## src/rtl/sregfile_dump_reader.sv

```systemverilog
// Walks x0..x(NUM_REGS-1) through a shared regfile read port and streams
// {index, data} beats to debug logic over a valid/ready interface.
module sregfile_dump_reader #(
  parameter int DATA_WIDTH = 32,
  parameter int NUM_REGS   = 32,
  parameter int ADDR_WIDTH = 5
) (
  input  logic                  clk,
  input  logic                  rst_n,
  input  logic                  start_i,
  input  logic                  abort_i,
  input  logic                  port_busy_i,
  output logic [ADDR_WIDTH-1:0] rf_addr_o,
  input  logic [DATA_WIDTH-1:0] rf_data_i,
  output logic                  m_valid_o,
  input  logic                  m_ready_i,
  output logic [ADDR_WIDTH-1:0] m_index_o,
  output logic [DATA_WIDTH-1:0] m_data_o,
  output logic                  m_last_o,
  output logic                  busy_o,
  output logic                  done_o
);

  localparam logic [ADDR_WIDTH-1:0] LAST_IDX = ADDR_WIDTH'(NUM_REGS - 1);
  localparam logic [ADDR_WIDTH-1:0] ONE_IDX  = ADDR_WIDTH'(1);

  typedef enum logic [1:0] {
    S_IDLE,
    S_FETCH,
    S_SEND,
    S_DONE
  } state_t;

  state_t                r_state;
  state_t                w_nextState;
  logic [ADDR_WIDTH-1:0] r_idx;
  logic [ADDR_WIDTH-1:0] w_nextIdx;
  logic [ADDR_WIDTH-1:0] r_index;
  logic [DATA_WIDTH-1:0] r_data;
  logic                  w_capture;

  always_ff @(posedge clk or negedge rst_n) begin
    if (!rst_n) begin
      r_state <= S_IDLE;
      r_idx   <= '0;
      r_index <= '0;
      r_data  <= '0;
    end else begin
      r_state <= w_nextState;
      r_idx   <= w_nextIdx;
      if (w_capture) begin
        r_index <= r_idx;
        r_data  <= rf_data_i;
      end
    end
  end

  // Abort outranks capture, handshake and start; every return to IDLE
  // rewinds idx so the read address sits at 0 while idle.
  always_comb begin
    w_nextState = r_state;
    w_nextIdx   = r_idx;
    w_capture   = 1'b0;
    case (r_state)
      S_IDLE: begin
        if (start_i && !abort_i) begin
          w_nextState = S_FETCH;
          w_nextIdx   = '0;
        end
      end
      S_FETCH: begin
        if (abort_i) begin
          w_nextState = S_IDLE;
          w_nextIdx   = '0;
        end else if (!port_busy_i) begin
          w_capture   = 1'b1;
          w_nextState = S_SEND;
        end
      end
      S_SEND: begin
        if (abort_i) begin
          w_nextState = S_IDLE;
          w_nextIdx   = '0;
        end else if (m_ready_i) begin
          if (r_idx == LAST_IDX) begin
            w_nextState = S_DONE;
          end else begin
            w_nextIdx   = r_idx + ONE_IDX;
            w_nextState = S_FETCH;
          end
        end
      end
      S_DONE: begin
        w_nextState = S_IDLE;
        w_nextIdx   = '0;
      end
      default: begin
        w_nextState = S_IDLE;
        w_nextIdx   = '0;
      end
    endcase
  end

  assign rf_addr_o = r_idx;
  assign m_valid_o = (r_state == S_SEND);
  assign m_index_o = r_index;
  assign m_data_o  = r_data;
  assign m_last_o  = m_valid_o && (r_index == LAST_IDX);
  assign busy_o    = (r_state != S_IDLE);
  assign done_o    = (r_state == S_DONE);

endmodule

```

## config.mk

```make
export PLATFORM = sky130hd
export DESIGN_NAME = sregfile_dump_reader
export DESIGN_NICKNAME = d
export VERILOG_FILES = /design/src/rtl/sregfile_dump_reader.sv
export SDC_FILE = /design/constraint.sdc
export NUM_CORES = 1
export LEC_CHECK = 0
export BUFFER_PORTS_ARGS = -buffer_cell sky130_fd_sc_hd__buf_2
export CAP_MARGIN = 20
export CORE_MARGIN = 8
export CORE_UTILIZATION = 49
export DETAILED_ROUTE_END_ITERATION = 7
export PLACE_DENSITY = 0.89
export SYNTH_ARGS = -nofsm -noshare
export SYNTH_HDL_FRONTEND = slang
export SYNTH_SLANG_ARGS = --single-unit
export TNS_END_PERCENT = 20
```

## constraint.sdc

```tcl
create_clock -name clk -period 3.3 [get_ports clk]
set_clock_uncertainty 0.15 [all_clocks]
set_input_delay 0 -clock clk [delete_from_list [all_inputs] [get_ports clk]]
set_output_delay 0 -clock clk [all_outputs]
set_load 0.02 [all_outputs]
```

# ---- Yosys cells after proc, flatten, opt, wreduce, memory -nomap -nowiden
# Cells that the tools add are included.
dict set report word_totals {
  regBits 44
  latch_bits 0
  mem_bits_rw 0
  romBits 0
  in_bits 38
  wordCells 38
  n_memories 0
}
dict set report op_classes {
  addsub 1
  multipliers 0
  div_mod_pow 0
  order_cmp 0
  n_eq_ne 10
  shifts 0
  n_mux 16
  bitwise_logic 0
  n_reduce_logical 7
}
# op n
set ops {}
lappend ops {{$mux W5} 5}
lappend ops {{$pmux W5 S4} 1}
lappend ops {{$mux W2} 6}
lappend ops {{$eq A5 B5 Y1 const B} 2}
lappend ops {{$pmux W2 S4} 1}
lappend ops {{$ne A3 B3 Y1 const B} 2}
lappend ops {{$add A5 B1 Y5 const B} 1}
lappend ops {{$eq A2 B2 Y1 const B} 2}
lappend ops {{$ne A2 B2 Y1 const B} 2}
lappend ops {{$reduce_and A4 Y1} 1}
lappend ops {{$mux W1} 3}
lappend ops {{$ne A3 B2 Y1 const B} 1}
lappend ops {{$reduce_and A3 Y1} 1}
lappend ops {{$eq A2 B1 Y1 const B} 1}
lappend ops {{$logic_and A1 B1 Y1} 2}
lappend ops {{$logic_not A2 Y1} 1}
lappend ops {{$reduce_bool A2 Y1} 1}
lappend ops {{$logic_not A1 Y1} 1}

# ---- Longest topological paths before layout
# Gate-level depths: netlist of run 1.
dict set report depth {
  ltp_word 5
  ltp_mapped 7
}

# ---- Worst setup path before layout of run 1
# Ideal clock, no wire load.
dict set report synth_path {
  kind {register -> register}
  start {register r_idx[0] (netlist: rf_addr_o[0])}
  end {register r_idx[3] (netlist: rf_addr_o[3])}
  arrival_ps 1854
  t_required_ps 3029
  slack_ps 1175
  stages_incl_launch_ff 8
  path_buffers 0
  period_less_slack_ps 2125
  cell_sequence {dfrtp_1 > ha_1 > and3_1 > ha_1 > nor2b_1 > nor3_2 > or2_2 > a22o_1}
}
dict set report synth_between {
  elab_chain_cells 5
  word_cells_on_any_way 8
  cone_classes {1 x add/sub; 2 x eq/ne; 4 x mux; 1 x reduce/logical}
}
# item line_no
set synth_rtl {}
lappend synth_rtl {{from (decl)} 36} ;# logic [ADDR_WIDTH-1:0] r_idx;
lappend synth_rtl {{from (signal assigned)} 50} ;# r_idx <= w_nextIdx;
lappend synth_rtl {{$add A5 B1 Y5} 88} ;# w_nextIdx = r_idx + ONE_IDX;
lappend synth_rtl {{$mux W5} 85} ;# if (r_idx == LAST_IDX) begin
lappend synth_rtl {{$mux W5} 84} ;# end else if (m_ready_i) begin
lappend synth_rtl {{$mux W5} 81} ;# if (abort_i) begin
lappend synth_rtl {{$pmux W5 S4} 64} ;# case (r_state)
# Several ways; a longest one is shown, not always the timed one. The select of a mux whose other input is x is not followed.
# A chain may end at the register's enable or synchronous reset.

# ---- Worst setup path after layout of run 1
dict set report layout_path {
  start {register r_state[0]}
  end {register r_state[0]}
}
dict set report layout_between {
  elab_chain_cells 3
  word_cells_on_any_way 9
  cone_classes {6 x eq/ne; 1 x mux; 2 x reduce/logical}
}
# item line_no
set layout_rtl {}
lappend layout_rtl {{from (decl)} 34} ;# state_t r_state;
lappend layout_rtl {{from (signal assigned)} 49} ;# r_state <= w_nextState;
lappend layout_rtl {{$eq A2 B2 Y1 (tied with other cells)} 64}
lappend layout_rtl {{$ne A3 B2 Y1 (no line) (tied with other cells)} -}
lappend layout_rtl {{$reduce_and A3 Y1 (no line)} -}
# Several ways; a longest one is shown, not always the timed one.

==> run metrics, run 1 <==
Worst R2R Setup Slack=a little under 1 ns; final hold vios=0; Port Buf Inserts=slightly above 80; YS warnings=0; Final #Nets=291; die footprint=5920 sq um; Post-CTS Resized=0; crit end category=flip-flop; critical path startpoint=r_state[0]$_DFFE_PN0P_; DR DRC count=0; clock root cell=clkbuf_8; Buf/Inv on CP=3; HPWL Detailed=3.18 mm; post-synthesis cell type count=29; clk sinks=44; wire length on met2=2.37 mm; Crit path required time=between 3 and 4 ns; core area=3610 sq um; Post-synth top flop=dfrtp_1; Min-Delay Startpoint=port_busy_i; Die Y=77.0 um; Pins Over Slew Limit=0; placed insts=about 250; floorplan row count=22; first-pass GRT wire length=8.37 mm; n_diodes=0; final setup margin=0.971 ns; Setup WS pre-CTS=1.15 ns; initial DRC count=44; die width=77.0 um; Final setup violation count=0; reg2reg start=r_state[0]$_DFFE_PN0P_; via count=1482; fin crit share=a little over two thirds; EDFF count, synth=0; CP max FO=6; setup TNS=0 ns; grt ovf=0; H-tree Lvls=2; synthesized instance count=126; met3 WL post-DR=464 um; P_leak=0.00140 uW; top-count cell post-synth=dfrtp_1; DRT Wirelength=4.88 mm; WL/cell=16.3 um; Routed Antenna Nets=0; min-delay worst type=primary input to flip-flop; largest net degree at the start of global routing=between 40 and 50; Hold Crit Depth=3; Max VDD drop=0.359 mV; kind of critical path=flip-flop to flip-flop; worst reg2reg path endpoint=r_state[0]$_DFFE_PN0P_; Cell Chain, Critical Path=nand2b_1, inv_1, a21oi_1, dlygate4sd3_1, nor2_1, dlygate4sd3_1; Synth Cell Area=approximately 1800 sq um; overall routing resource usage=17.5%; Seq/Total Area, Yosys=between 60% and 70%; CP dominant cell by count=dlygate4sd3_1; max cap viols=0; Mapped Avg Cell Area=14.4 sq um; PwrDens=roughly 600 nW/um^2; Yosys top cell area share=60.5%; Syn Nets=166; async set-or-reset flop fraction in the synthesized netlist=100%; fmax=0.429 GHz; WP data arrival=between 2 and 2.5 ns; DRT Pass-1 Iters=5; Clock Latency Late Sink=0.29 ns; Crit path largest cell delay=approximately 0.57 ns; Post-synth top cells=44 x dfrtp_1, 35 x mux2_2, 5 x o21ai_0; minimum clock period=2.33 ns; DR vias/cell=4.96; worst slew pin tran=between 0.9 and 1 ns; cell taking the most area after synthesis=dfrtp_1; run status=finished, final reports clean; flops & latches, synth=between 40 and 50; Initial Utilization=50.5%; initial antenna violation count=0; Worst Reg-to-Reg Cells=6; Boundary Pins=84; max layer used=met4; RSZ-0062 raised after global routing=no; WP depth=6; vias in the first global route=approximately 1600; number of buffers created by CTS=5; share of cells above drive strength 1=52.2%; Slew HR=between 30% and 40%; CP max stage cell=dlygate4sd3_1; Non-Filler Instances=roughly 300; Crit path max-delay family=buffers and inverters; clock-pin slew on the worst setup and hold paths=~0.08 ns; Filler cells=232; Clock Tree Buf Depth=2; ranking of synthesized cells by area=dfrtp_1 60%, mux2_2 22%, buf_6 1.9%; WHS Endpoint=m_data_o[11]$_DFFE_PN0P_; GPL Wtd Cong=a little over 0.8; crit start category=flip-flop; Area Growth Syn to Fin=53.1%; CTS tree=done; met1 wire length=1.95 mm
power breakdown:
| group | total [uW] | internal, uW | switching [uW] |
|---|---|---|---|
| Combinational | 501 | 221 | 280 |
| Sequential | 715 | 657 | 57.8 |
| Clock | 464 | 298 | 166 |
worst reg2reg max path, delay by kind of cell, from the launching register on:
kind	cells	cell delay [ns]
DFF	1	0.42
buffers and inverters	3	1.20
and+or+nand+nor	2	0.29
AOI/OAI and AO/OA	1	0.16
layer usage:
layer,GRT usage [%],vias to the layer above
met5,0,-
met4,6.54,0
met3,6.29,10
met2,29.3,74
met1,19.9,700
li1,-,698
cells in the final DEF (no fill, tap or decap), drive strengths merged, types with 3 or more instances in the layout:
cell         netlist  routed
buf                4      84
clkbuf             0       5
dfrtp             44      44
dlygate4sd3        0      38
mux2              37      37
nand2              4       4
nor2               4       4
nor2b              3       3
nor3               3       3
o21ai              5       5
repair_timing:
item | in CTS | in global routing
endpoints found under the hold margin | 78 | 0
setup buffers | 0 | 0
hold buffers | 38 | 0
final cells by class:
type                    count  area [sq um]  area share, %
clock buffers               5          68.8           2.47
clock inverters             2          60.1           2.16
inverters                   1          3.75          0.135
multi-input cells          77           677           24.3
flip-flops and latches     44          1100           39.5
well taps                  48          60.1           2.16
repair buffers            122           816           29.3
flip-flops by register name (all words and copies together) (netlist names):
name,count
r_state,2
m_data_o,32
m_index_o,5
rf_addr_o,5
worst max-delay path by stage:
| stage | to | slack [ns] |
|---|---|---|
| 6_report | r_state[0]$_DFFE_PN0P_ | 0.97 |
| 5_1_grt | r_state[0]$_DFFE_PN0P_ | 0.86 |
| 4_1_cts | r_state[1]$_DFFE_PN0P_ | 1.0 |
| 3_5_place_dp | rf_addr_o[3]$_DFFE_PN0P_ | 1.15 |
| 3_3_place_gp | rf_addr_o[3]$_DFFE_PN0P_ | 1.21 |
| 2_1_floorplan | rf_addr_o[3]$_DFFE_PN0P_ | 1.18 |
through the flow:
| stage | hold slack [ns] | power (uW) | util, % | instance area (sq um) |
|---|---|---|---|---|
| after CTS | 0.0446 | 1690 | 77.3 | 2790 |
| after global placement | 0.0438 | 1170 | 63.2 | 2280 |
| after global routing | 0.0632 | 1780 | 77.3 | 2790 |
| final | 0.0477 | 1680 | 77.3 | 2790 |
| after floorplan | -0.446 | 1000 | - | 1820 |
| after detailed placement | 0.0430 | 1190 | 63.2 | 2280 |
cell families (layout without fill, tap and decap cells):
logic type	after synthesis	after routing	synth area share (%)
flip-flops	44	44	60.5
multiplexers	38	38	23.4
AND/OR/NAND/NOR	25	25	8.25
AO/OA/AOI/OAI	12	12	4.12
buffers and inverters	5	130	2.34
adder cells (fa/ha/maj)	2	2	1.37
(Power assumes the default switching activity.)
==> run 2: changes to the inputs <==
- CORE_UTILIZATION: 49 -> 46
- PLACE_DENSITY: 0.89 -> 0.85
- clock period: 3.3 -> 2.3 ns (I/O delays scaled with it)
==> run metrics, run 2 (synthesized netlist as in run 1, its figures left out) <==
grt ovf=0 (unchanged); placed insts=257 (was 254); PwrDens=854 nW/um^2 (was 603 nW/um^2); min-delay worst type=primary input to asynchronous set/reset pin (was primary input to flip-flop); DRT Wirelength=4.94 mm (was 4.88 mm); final setup margin=0.126 ns (was 0.971 ns); run status=finished, final reports clean (unchanged); WP data arrival=2.20 ns (was 2.36 ns); overall routing resource usage=16.4% (was 17.5%); die width=78.9 um (was 77.0 um); Cell Chain, Critical Path=ha_1, and3_1, ha_1, nor2b_2, nor3_2, or2_2, a22o_1 (was nand2b_1, inv_1, a21oi_1, dlygate4sd3_1, nor2_1, dlygate4sd3_1); H-tree Lvls=2 (unchanged); DR vias/cell=4.97 (was 4.96); first-pass GRT wire length=8.16 mm (was 8.37 mm); kind of critical path=flip-flop to flip-flop (unchanged); number of buffers created by CTS=5 (unchanged); max cap viols=0 (unchanged); P_leak=0.00140 uW (about the same); core area=3910 sq um (was 3610 sq um); clock-pin slew on the worst setup and hold paths=0.08 ns (about the same); DR DRC count=0 (unchanged); Max VDD drop=0.455 mV (was 0.359 mV); final hold vios=0 (unchanged); DRT Pass-1 Iters=4 (was 5); GPL Wtd Cong=0.819 (was 0.810); CP max FO=6 (unchanged); initial antenna violation count=0 (unchanged); Initial Utilization=46.5% (was 50.5%); Final setup violation count=0 (unchanged); Final #Nets=291 (unchanged); vias in the first global route=1649 (was 1633); Clock Latency Late Sink=0.28 ns (was 0.29 ns); CP max stage cell=dfrtp_1 (was dlygate4sd3_1); crit end category=flip-flop (unchanged); Slew HR=37.8% (was 37.1%); Die Y=78.9 um (was 77.0 um); CTS tree=done (unchanged); CP dominant cell by count=ha_1 (was dlygate4sd3_1); Setup WS pre-CTS=0.122 ns (was 1.15 ns); Final Util=70.9% (was 77.3%); worst slew pin tran=0.933 ns (was 0.944 ns); share of cells above drive strength 1=53.2% (was 52.2%); final instance area=2780 sq um (was 2790 sq um); minimum clock period=2.17 ns (was 2.33 ns); floorplan row count=23 (was 22); commonest non-fill, non-tap cell in the layout=buf_2 (unchanged); Routed Antenna Nets=0 (unchanged); Port Buf Inserts=83 (unchanged); fmax=0.460 GHz (was 0.429 GHz); Crit path largest cell delay=0.45 ns (was 0.57 ns); Boundary Pins=84 (unchanged); Clock Tree Buf Depth=2 (unchanged); initial DRC count=129 (was 44); clock root cell=clkbuf_8 (unchanged); clk sinks=44 (unchanged); fin crit share=94.5% (was 70.6%); Pins Over Slew Limit=0 (unchanged); WL/cell=16.3 um (about the same); Cell Area, Placed=2270 sq um (was 2280 sq um); crit start category=flip-flop (unchanged); die footprint=6230 sq um (was 5920 sq um); via count=1506 (was 1482); HPWL Detailed=3.22 mm (was 3.18 mm); Crit path required time=2.33 ns (was 3.33 ns); Non-Filler Instances=303 (was 299); most frequent cells in the layout=83 x buf_2, 44 x dfrtp_1, 37 x dlygate4sd3_1 (was 83 x buf_2, 44 x dfrtp_1, 38 x dlygate4sd3_1); max reg flops=32 (unchanged); largest net degree at the start of global routing=45 (unchanged); RSZ-0062 raised after global routing=no (unchanged); Area Growth Syn to Fin=52.5% (was 53.1%); setup TNS=0 ns (unchanged)
[run 2: changes by cell type in the layout (fill, tap and decap cells not counted), sizes merged]
cell	change
clkbuf	+2
dlygate4sd3	-1
buf	+1
bufinv	-1
diode	+1
[run 2: per-layer routing]
layer  wire [um]  GRT usage (%)
met5           0              0
met4          33           5.56
met3         350           5.98
met2        2690           29.1
met1        1860           17.6
[run 2: timing repair]
| action | in CTS | in global routing |
|---|---|---|
| endpoints found under the hold margin | 78 | 0 |
| endpoints found under the setup margin | 0 | 2 |
| gates resized for setup | 0 | 1 |
| hold buffers | 37 | 0 |
| buffers inserted | 0 | 0 |
[run 2: cell type report]
cell class / instances / area [sq um]
diodes: 1 / 2.50
inverters: 1 / 3.75
well taps: 50 / 62.6
clock inverters: 1 / 30.0
repair buffers: 122 / 801
flip-flops and latches: 44 / 1100
multi-input cells: 77 / 679
fillers: 291 / 1140
clock buffers: 7 / 96.3
[run 2: stage by stage]
step / total power, uW / hold WS (ns)
finish: 2370 / 0.251
global route: 2490 / 0.326
CTS: 2390 / 0.227
detailed placement: 1710 / 0.0496
global placement: 1680 / 0.0470
floorplan: 1440 / -0.446
[run 2: critical path, delay by kind of cell, from the launching register on]
| family | cells | cell delay (ns) |
|---|---|---|
| and+or+nand+nor | 4 | 0.79 |
| DFF | 1 | 0.45 |
| adders and majority gates | 2 | 0.45 |
| AOI/OAI and AO/OA | 1 | 0.24 |
[run 2: power breakdown]
part	switching [uW]	internal, uW	leakage, uW	total [uW]
Combinational	400	315	0.000784	714
Sequential	85.4	942	0.000549	1030
Clock	246	383	0.0000645	629
Total	731	1640	0.00140	2370
[run 2: worst paths after layout]
check,from,to,slack (ns),depth (start not counted)
setup / recovery,rf_addr_o[0]$_DFFE_PN0P_,rf_addr_o[3]$_DFFE_PN0P_,0.13,7
hold / removal,rst_n,m_data_o[4]$_DFFE_PN0P_,0.25,2
setup reg to reg,rf_addr_o[0]$_DFFE_PN0P_,rf_addr_o[3]$_DFFE_PN0P_,0.13,7
hold reg to reg,m_data_o[20]$_DFFE_PN0P_,m_data_o[20]$_DFFE_PN0P_,0.34,1
max in group asynchronous,rst_n,m_data_o[31]$_DFFE_PN0P_,1.16,2
min in group clk,start_i,rf_addr_o[4]$_DFFE_PN0P_,0.25,5
